--- config.mk ---
export PLATFORM = sky130hd
export DESIGN_NAME = instruction_fetch_unit
export DESIGN_NICKNAME = d
export VERILOG_FILES = /design/src/rtl/instruction_fetch_unit_pkg.sv /design/src/rtl/instruction_fetch_unit_fetch_program_counter.sv /design/src/rtl/instruction_fetch_unit.sv
export SDC_FILE = /design/constraint.sdc
export NUM_CORES = 1
export LEC_CHECK = 0
export ABC_AREA = 1
export ABC_CLOCK_PERIOD_IN_PS = 2000
export BUFFER_PORTS_ARGS = -buffer_cell sky130_fd_sc_hd__buf_2
export CORE_MARGIN = 2
export CORE_UTILIZATION = 52
export CTS_CLUSTER_DIAMETER = 30
export DETAILED_ROUTE_END_ITERATION = 8
export GPL_TIMING_DRIVEN = 0
export HOLD_SLACK_MARGIN = 0.02
export PLACE_DENSITY = 0.91
export SYNTH_ARGS = -nofsm -noshare
export SYNTH_HDL_FRONTEND = slang
export SYNTH_SLANG_ARGS = --single-unit
--- constraint.sdc ---
create_clock -name clock -period 2 [get_ports clock]
set_input_delay 0.1 -clock clock [delete_from_list [all_inputs] [get_ports clock]]
set_output_delay 0.1 -clock clock [all_outputs]
set_load 0.01 [all_outputs]
--- src/rtl/instruction_fetch_unit_pkg.sv ---
// Shared JZJCoreF fetch-stage types and constants.
// The HALT state exists only when JZJCOREF_FETCH_MISALIGN_TRAP_EN is defined.
package JZJCoreFTypes;

  localparam int unsigned XLEN = 32;
  localparam logic [XLEN-1:0] NOP_INSTRUCTION = 32'h00000013;

`ifdef JZJCOREF_FETCH_MISALIGN_TRAP_EN
  typedef enum logic [1:0] {FETCH, WAIT_DISCARD, PRESENT, HALT} FetchState_t;
`else
  typedef enum logic [1:0] {FETCH, WAIT_DISCARD, PRESENT} FetchState_t;
`endif

endpackage

--- src/rtl/instruction_fetch_unit_fetch_program_counter.sv ---
// Program counter: redirect load, +4 increment, alignment masking.
// Low target bits are kept only when JZJCOREF_FETCH_MISALIGN_TRAP_EN is defined.
module fetch_program_counter
  import JZJCoreFTypes::*;
#(
  parameter logic [XLEN-1:0] RESET_VECTOR = 32'h00000000
) (
  input  logic            clock,
  input  logic            reset,
  input  logic            load,
  input  logic            increment,
  input  logic [XLEN-1:0] redirectAddress,
  output logic [XLEN-1:0] pc
);

  logic [XLEN-1:0] target;

`ifdef JZJCOREF_FETCH_MISALIGN_TRAP_EN
  assign target = redirectAddress;
`else
  assign target = redirectAddress & ~XLEN'(3);
`endif

  // Redirect wins over increment; increment wraps naturally at 2^32.
  always_ff @(posedge clock or negedge reset) begin
    if (!reset) begin
      pc <= RESET_VECTOR;
    end else if (load) begin
      pc <= target;
    end else if (increment) begin
      pc <= pc + XLEN'(4);
    end
  end

endmodule

--- src/rtl/instruction_fetch_unit.sv ---
// JZJCoreF fetch stage: owns the PC, fetches over req/valid, presents over valid/accept.
// Optional misaligned-redirect trap: JZJCOREF_FETCH_MISALIGN_TRAP_EN.
module instruction_fetch_unit
  import JZJCoreFTypes::*;
#(
  parameter logic [XLEN-1:0] RESET_VECTOR = 32'h00000000
) (
  input  logic            clock,
  input  logic            reset,
  output logic            fetchRequest,
  output logic [XLEN-1:0] fetchAddress,
  input  logic            fetchValid,
  input  logic [XLEN-1:0] fetchData,
  output logic            instructionValid,
  input  logic            instructionAccept,
  output logic [XLEN-1:0] instruction,
  output logic [XLEN-1:0] pcOfInstruction,
  output logic [XLEN-1:0] immediateU,
  input  logic            pcRedirect,
  input  logic [XLEN-1:0] redirectAddress
`ifdef JZJCOREF_FETCH_MISALIGN_TRAP_EN
  ,
  output logic            misalignedFault
`endif
);

  FetchState_t     state;
  FetchState_t     redirectState;
  FetchState_t     drainState;
  logic [XLEN-1:0] staleAddr;
  logic [XLEN-1:0] pc;
  logic            pcLoad;
  logic            pcIncrement;

  fetch_program_counter #(.RESET_VECTOR(RESET_VECTOR)) programCounter (
    .clock          (clock),
    .reset          (reset),
    .load           (pcLoad),
    .increment      (pcIncrement),
    .redirectAddress(redirectAddress),
    .pc             (pc)
  );

`ifdef JZJCOREF_FETCH_MISALIGN_TRAP_EN
  logic trapNow;
  logic haltPending;

  assign trapNow = pcRedirect && (redirectAddress[1:0] != 2'b00) && (state != HALT);

  // Fault is sticky until reset; haltPending remembers a trap seen while draining.
  always_ff @(posedge clock or negedge reset) begin
    if (!reset) begin
      misalignedFault <= 1'b0;
      haltPending     <= 1'b0;
    end else if (trapNow) begin
      misalignedFault <= 1'b1;
      haltPending     <= 1'b1;
    end
  end
`endif

  // Memory-side outputs and PC strobes; the request drops as soon as reset asserts.
  always_comb begin
    fetchRequest  = reset && ((state == FETCH) || (state == WAIT_DISCARD));
    fetchAddress  = (state == WAIT_DISCARD) ? staleAddr : pc;
    pcLoad        = pcRedirect;
    pcIncrement   = (state == PRESENT) && instructionAccept && !pcRedirect;
    redirectState = FETCH;
    drainState    = FETCH;
`ifdef JZJCOREF_FETCH_MISALIGN_TRAP_EN
    if (trapNow) redirectState = HALT;
    if (trapNow || haltPending) drainState = HALT;
`endif
  end

  always_ff @(posedge clock or negedge reset) begin
    if (!reset) begin
      state            <= FETCH;
      staleAddr        <= RESET_VECTOR;
      instructionValid <= 1'b0;
      instruction      <= NOP_INSTRUCTION;
      immediateU       <= '0;
      pcOfInstruction  <= RESET_VECTOR;
    end else begin
      case (state)
        FETCH: begin
          if (pcRedirect) begin
            if (fetchValid) begin
              state <= redirectState;
            end else begin
              // Keep the address stable under the live request until it drains.
              staleAddr <= pc;
              state     <= WAIT_DISCARD;
            end
          end else if (fetchValid) begin
            instruction      <= fetchData;
            immediateU       <= {fetchData[31:12], 12'b0};
            pcOfInstruction  <= pc;
            instructionValid <= 1'b1;
            state            <= PRESENT;
          end
        end
        WAIT_DISCARD: begin
          if (fetchValid) state <= drainState;
        end
        PRESENT: begin
          if (pcRedirect) begin
            instructionValid <= 1'b0;
            state            <= redirectState;
          end else if (instructionAccept) begin
            instructionValid <= 1'b0;
            state            <= FETCH;
          end
        end
        default: begin
          instructionValid <= 1'b0;
`ifdef JZJCOREF_FETCH_MISALIGN_TRAP_EN
          state <= HALT;
`else
          state <= FETCH;
`endif
        end
      endcase
    end
  end

endmodule

==> run metrics <==
Final min period=1.88 ns; core area=0.0120 sq mm; Peak Freq=531 MHz; ant diodes=0; worst-path maximum fanout=10; Mean Syn Cell Area=8.18 sq um; Psw=0.00325 W; Distinct cells, synth=29; Worst path slowest cell=dfrtp_1; outcome=finished, final reports clean; Worst setup SP type=flip-flop; reg-to-reg slack, setup=0.18 ns; crit-path cells=inv_1 > nand2_1 > clkbuf_2 > nor2_1 > a21oi_1 > buf_2; Avg Vias per Cell=5.28; Logic pwr share=0.303; Die Area=0.0131 sq mm; switching share of power=0.345; htree depth=4; clock power share=0.312; Initial Util=0.530; async set-reset flop share out of synthesis=1.00; Setup WS pre-CTS=0.244 ns; kind of cell adding the most delay to the critical path=buffers and inverters; # rows=40; Worst EP arrival=1.78 ns; Post-synth top flop=dfrtp_1; DIE HEIGHT=114 um; Pwr Density=1090 mW/mm^2; post-synthesis cell count=776; # fillers=886; # DRC=0; top-count cell post-synth=nand2_1; hold depth=5; port bufs=179; via count=6355; FF/Latch Area=0.00313 sq mm; Final Skew=0.00771 ns; number of routed nets with antenna violations=0; worst flop-to-flop path endpoint=programCounter.pc[22]$_DFFE_PN0P_; RSZ-0062 raised after global routing=false; TritonCTS clock tree=done; Detail Placement HPWL=13300 um; nets=1114; first-pass GRT wire length=30400 um; Synth Warn #=0; CP max stage delay=0.41 ns; hold path startpoint=redirectAddress[19]; sequential share of power=0.385; Syn Std Cell Area=0.00634 sq mm; CTS Buf Count=17; share of the synthesized area in the top cell type=0.481; Die W=114 um; Routed WL=19400 um; maxcap violations=0; P&R area growth vs syn=36.4%; Peak VDD IR=629 uV; sequential share of the synthesized area=0.494; Post-synth top cells=nand2_1 (201), dfrtp_1 (122), nor2_1 (107); # Post-CTS Setup Buffers=0; total grt overflow=0; 1st-pass router iterations=6; GRT Total Usage=0.299; Required @ worst endpoint=1.90 ns; Int Pwr=0.00617 W; Critical path buffers and inverters=3; Longest Clk Path Bufs=2; vias in the first global route=6098; multi-input combinational cell area=0.00264 sq mm; Fin Setup TNS=0 ns; Final Max Tran Viols=0; Worst Hold End=programCounter.pc[19]$_DFFE_PN0P_; Worst Hold Class=primary input to flip-flop; CTS root buf=clkbuf_16; gpl congestion=0.932; Final setup viols=0; period utilization=0.942; number of I/O pins=199; largest net degree at the start of global routing=77; Area contributors post-synth=dfrtp_1 (48%), nand2_1 (12%), nor2_1 (6.3%), o21ai_0 (6.2%), buf_4 (4.5%); worst r2r src=programCounter.pc[3]$_DFFE_PN0P_; setup slack after layout=0.115 ns; share of cells above drive strength 1=0.304; leakage=4.45 nW; initial antenna violation count=0; Fin. Hold Viols=0; clock slew seen by the registers of the worst setup and hold paths=0.06 ns; area leader, netlist=dfrtp_1; post-synthesis register bit count=125; Slew HR=0.655; clock sinks=125; worst reg2reg path depth=10; Detailed Route Iter0 Violations=701; Worst Setup End Kind=output port; Clock Latency Late Sink=0.42 ns; Routed wire per std cell=16.2 um; WS Path Type=flip-flop to output port; worst-margin pin slew=0.518 ns; number of flops mapped to enable cells by yosys=0
[logic make-up (layout without fill, tap and decap cells)]
logic type               count (synthesis)  count (layout)  synth area share
other                                    1              16          0.000591
multiplexers                            32              32            0.0615
adder cells (fa/ha/maj)                  1               1           0.00197
buffers and inverters                  122             388            0.0994
XOR/XNOR                                 3               3           0.00414
AND/OR/NAND/NOR                        360             360             0.232
AO/OA/AOI/OAI                          132             132             0.107
flip-flops                             125             125             0.494
[state kept, by name, indices dropped and copies added (netlist names)]
register	cells
programCounter.pc	30
immediateU	1
instructionValid	1
instruction	31
state	2
staleAddr	30
pcOfInstruction	30
[layout by cell type, fill, tap and decap left out, types with 3 or more instances in the layout]
master         instances
clkinv_4               4
o21ai_0               78
conb_1                16
nor2_4                 6
dfrtp_1              122
nand2_1              201
clkbuf_2               5
nor2_1               107
nor2_2                 3
o211ai_1               3
clkinvlp_4             5
buf_2                190
o22ai_1                5
a21oi_1               41
clkbuf_1              12
nand3_1               34
nor3_1                 3
dfstp_2                3
a31oi_1                3
inv_1                 50
xor2_1                 3
buf_4                 38
mux2_4                 8
mux2_2                24
dlygate4sd3_1         53
clkbuf_16             18
[how the worst max path moves through the flow]
| stage | start | endpoint | slack, ns | cells past startpoint |
|---|---|---|---|---|
| 3_3_place_gp | reset | instruction[2]$_DFFE_PN0P_ | -0.73 | 1 |
| 3_5_place_dp | programCounter.pc[3]$_DFFE_PN0P_ | programCounter.pc[22]$_DFFE_PN0P_ | 0.24 | 10 |
| 4_1_cts | state[1]$_DFFE_PN0P_ | fetchAddress[15] | 0.006 | 5 |
| 5_1_grt | programCounter.pc[3]$_DFFE_PN0P_ | programCounter.pc[22]$_DFFE_PN0P_ | 0.01 | 10 |
| 6_report | state[1]$_DFFE_PN0P_ | fetchAddress[30] | 0.12 | 6 |
| 2_1_floorplan | programCounter.pc[3]$_DFFE_PN0P_ | programCounter.pc[20]$_DFFE_PN0P_ | 0.58 | 10 |
[what timing repair did]
action / 4_1_cts / 5_1_grt
hold buffers: 53 / 0
gates resized for setup: 2 / 13
gates cloned: 0 / 1
endpoints found under the setup margin: 4 / 31
hold endpoints to repair: 102 / 0
[cell type report]
type                    count  share of cell area
inverters                  52              0.0226
repair buffers            234               0.172
clock buffers              17              0.0492
clock inverters            15              0.0163
well taps                 147              0.0213
plain buffers              70              0.0515
multi-input cells         544               0.305
flip-flops and latches    125               0.362
[power by group through the flow]
stage               Sequential, W  Clock (W)  Combinational, W
floorplan                 0.00375          0           0.00142
global placement          0.00359          0           0.00262
detailed placement        0.00363          0           0.00269
CTS                       0.00360    0.00294           0.00280
global route              0.00370    0.00306           0.00313
finish                    0.00363    0.00294           0.00285
[metrics by stage]
step	cell area [sq um]	instances	utilization	total power [W]	hold WS, ns
5_1_grt	8650	1204	0.724	0.00989	0.0418
3_5_place_dp	7510	1118	0.628	0.00632	0.0836
6_report	8650	1204	0.724	0.00941	0.0244
4_1_cts	8610	1203	0.720	0.00933	0.0216
3_3_place_gp	7480	1117	0.625	0.00621	0.325
2_1_floorplan	6400	791	-	0.00518	-0.196
[tightest hold or removal path: stages]
cell	delay, ns
buf_2	0.08
nor2_1	0.04
nor2_1	0.10
nand2_1	0.06
nand2_1	0.04
[routing by layer]
| layer | GRT usage | up-vias | wire [um] |
|---|---|---|---|
| met2 | 0.510 | 312 | 9670 |
| met4 | 0.142 | 0 | 668 |
| met1 | 0.360 | 3003 | 7630 |
| li1 | - | 2992 | - |
| met5 | 0 | - | 0 |
| met3 | 0.0683 | 48 | 1480 |
No activity file was read; power rests on OpenSTA's default activity.
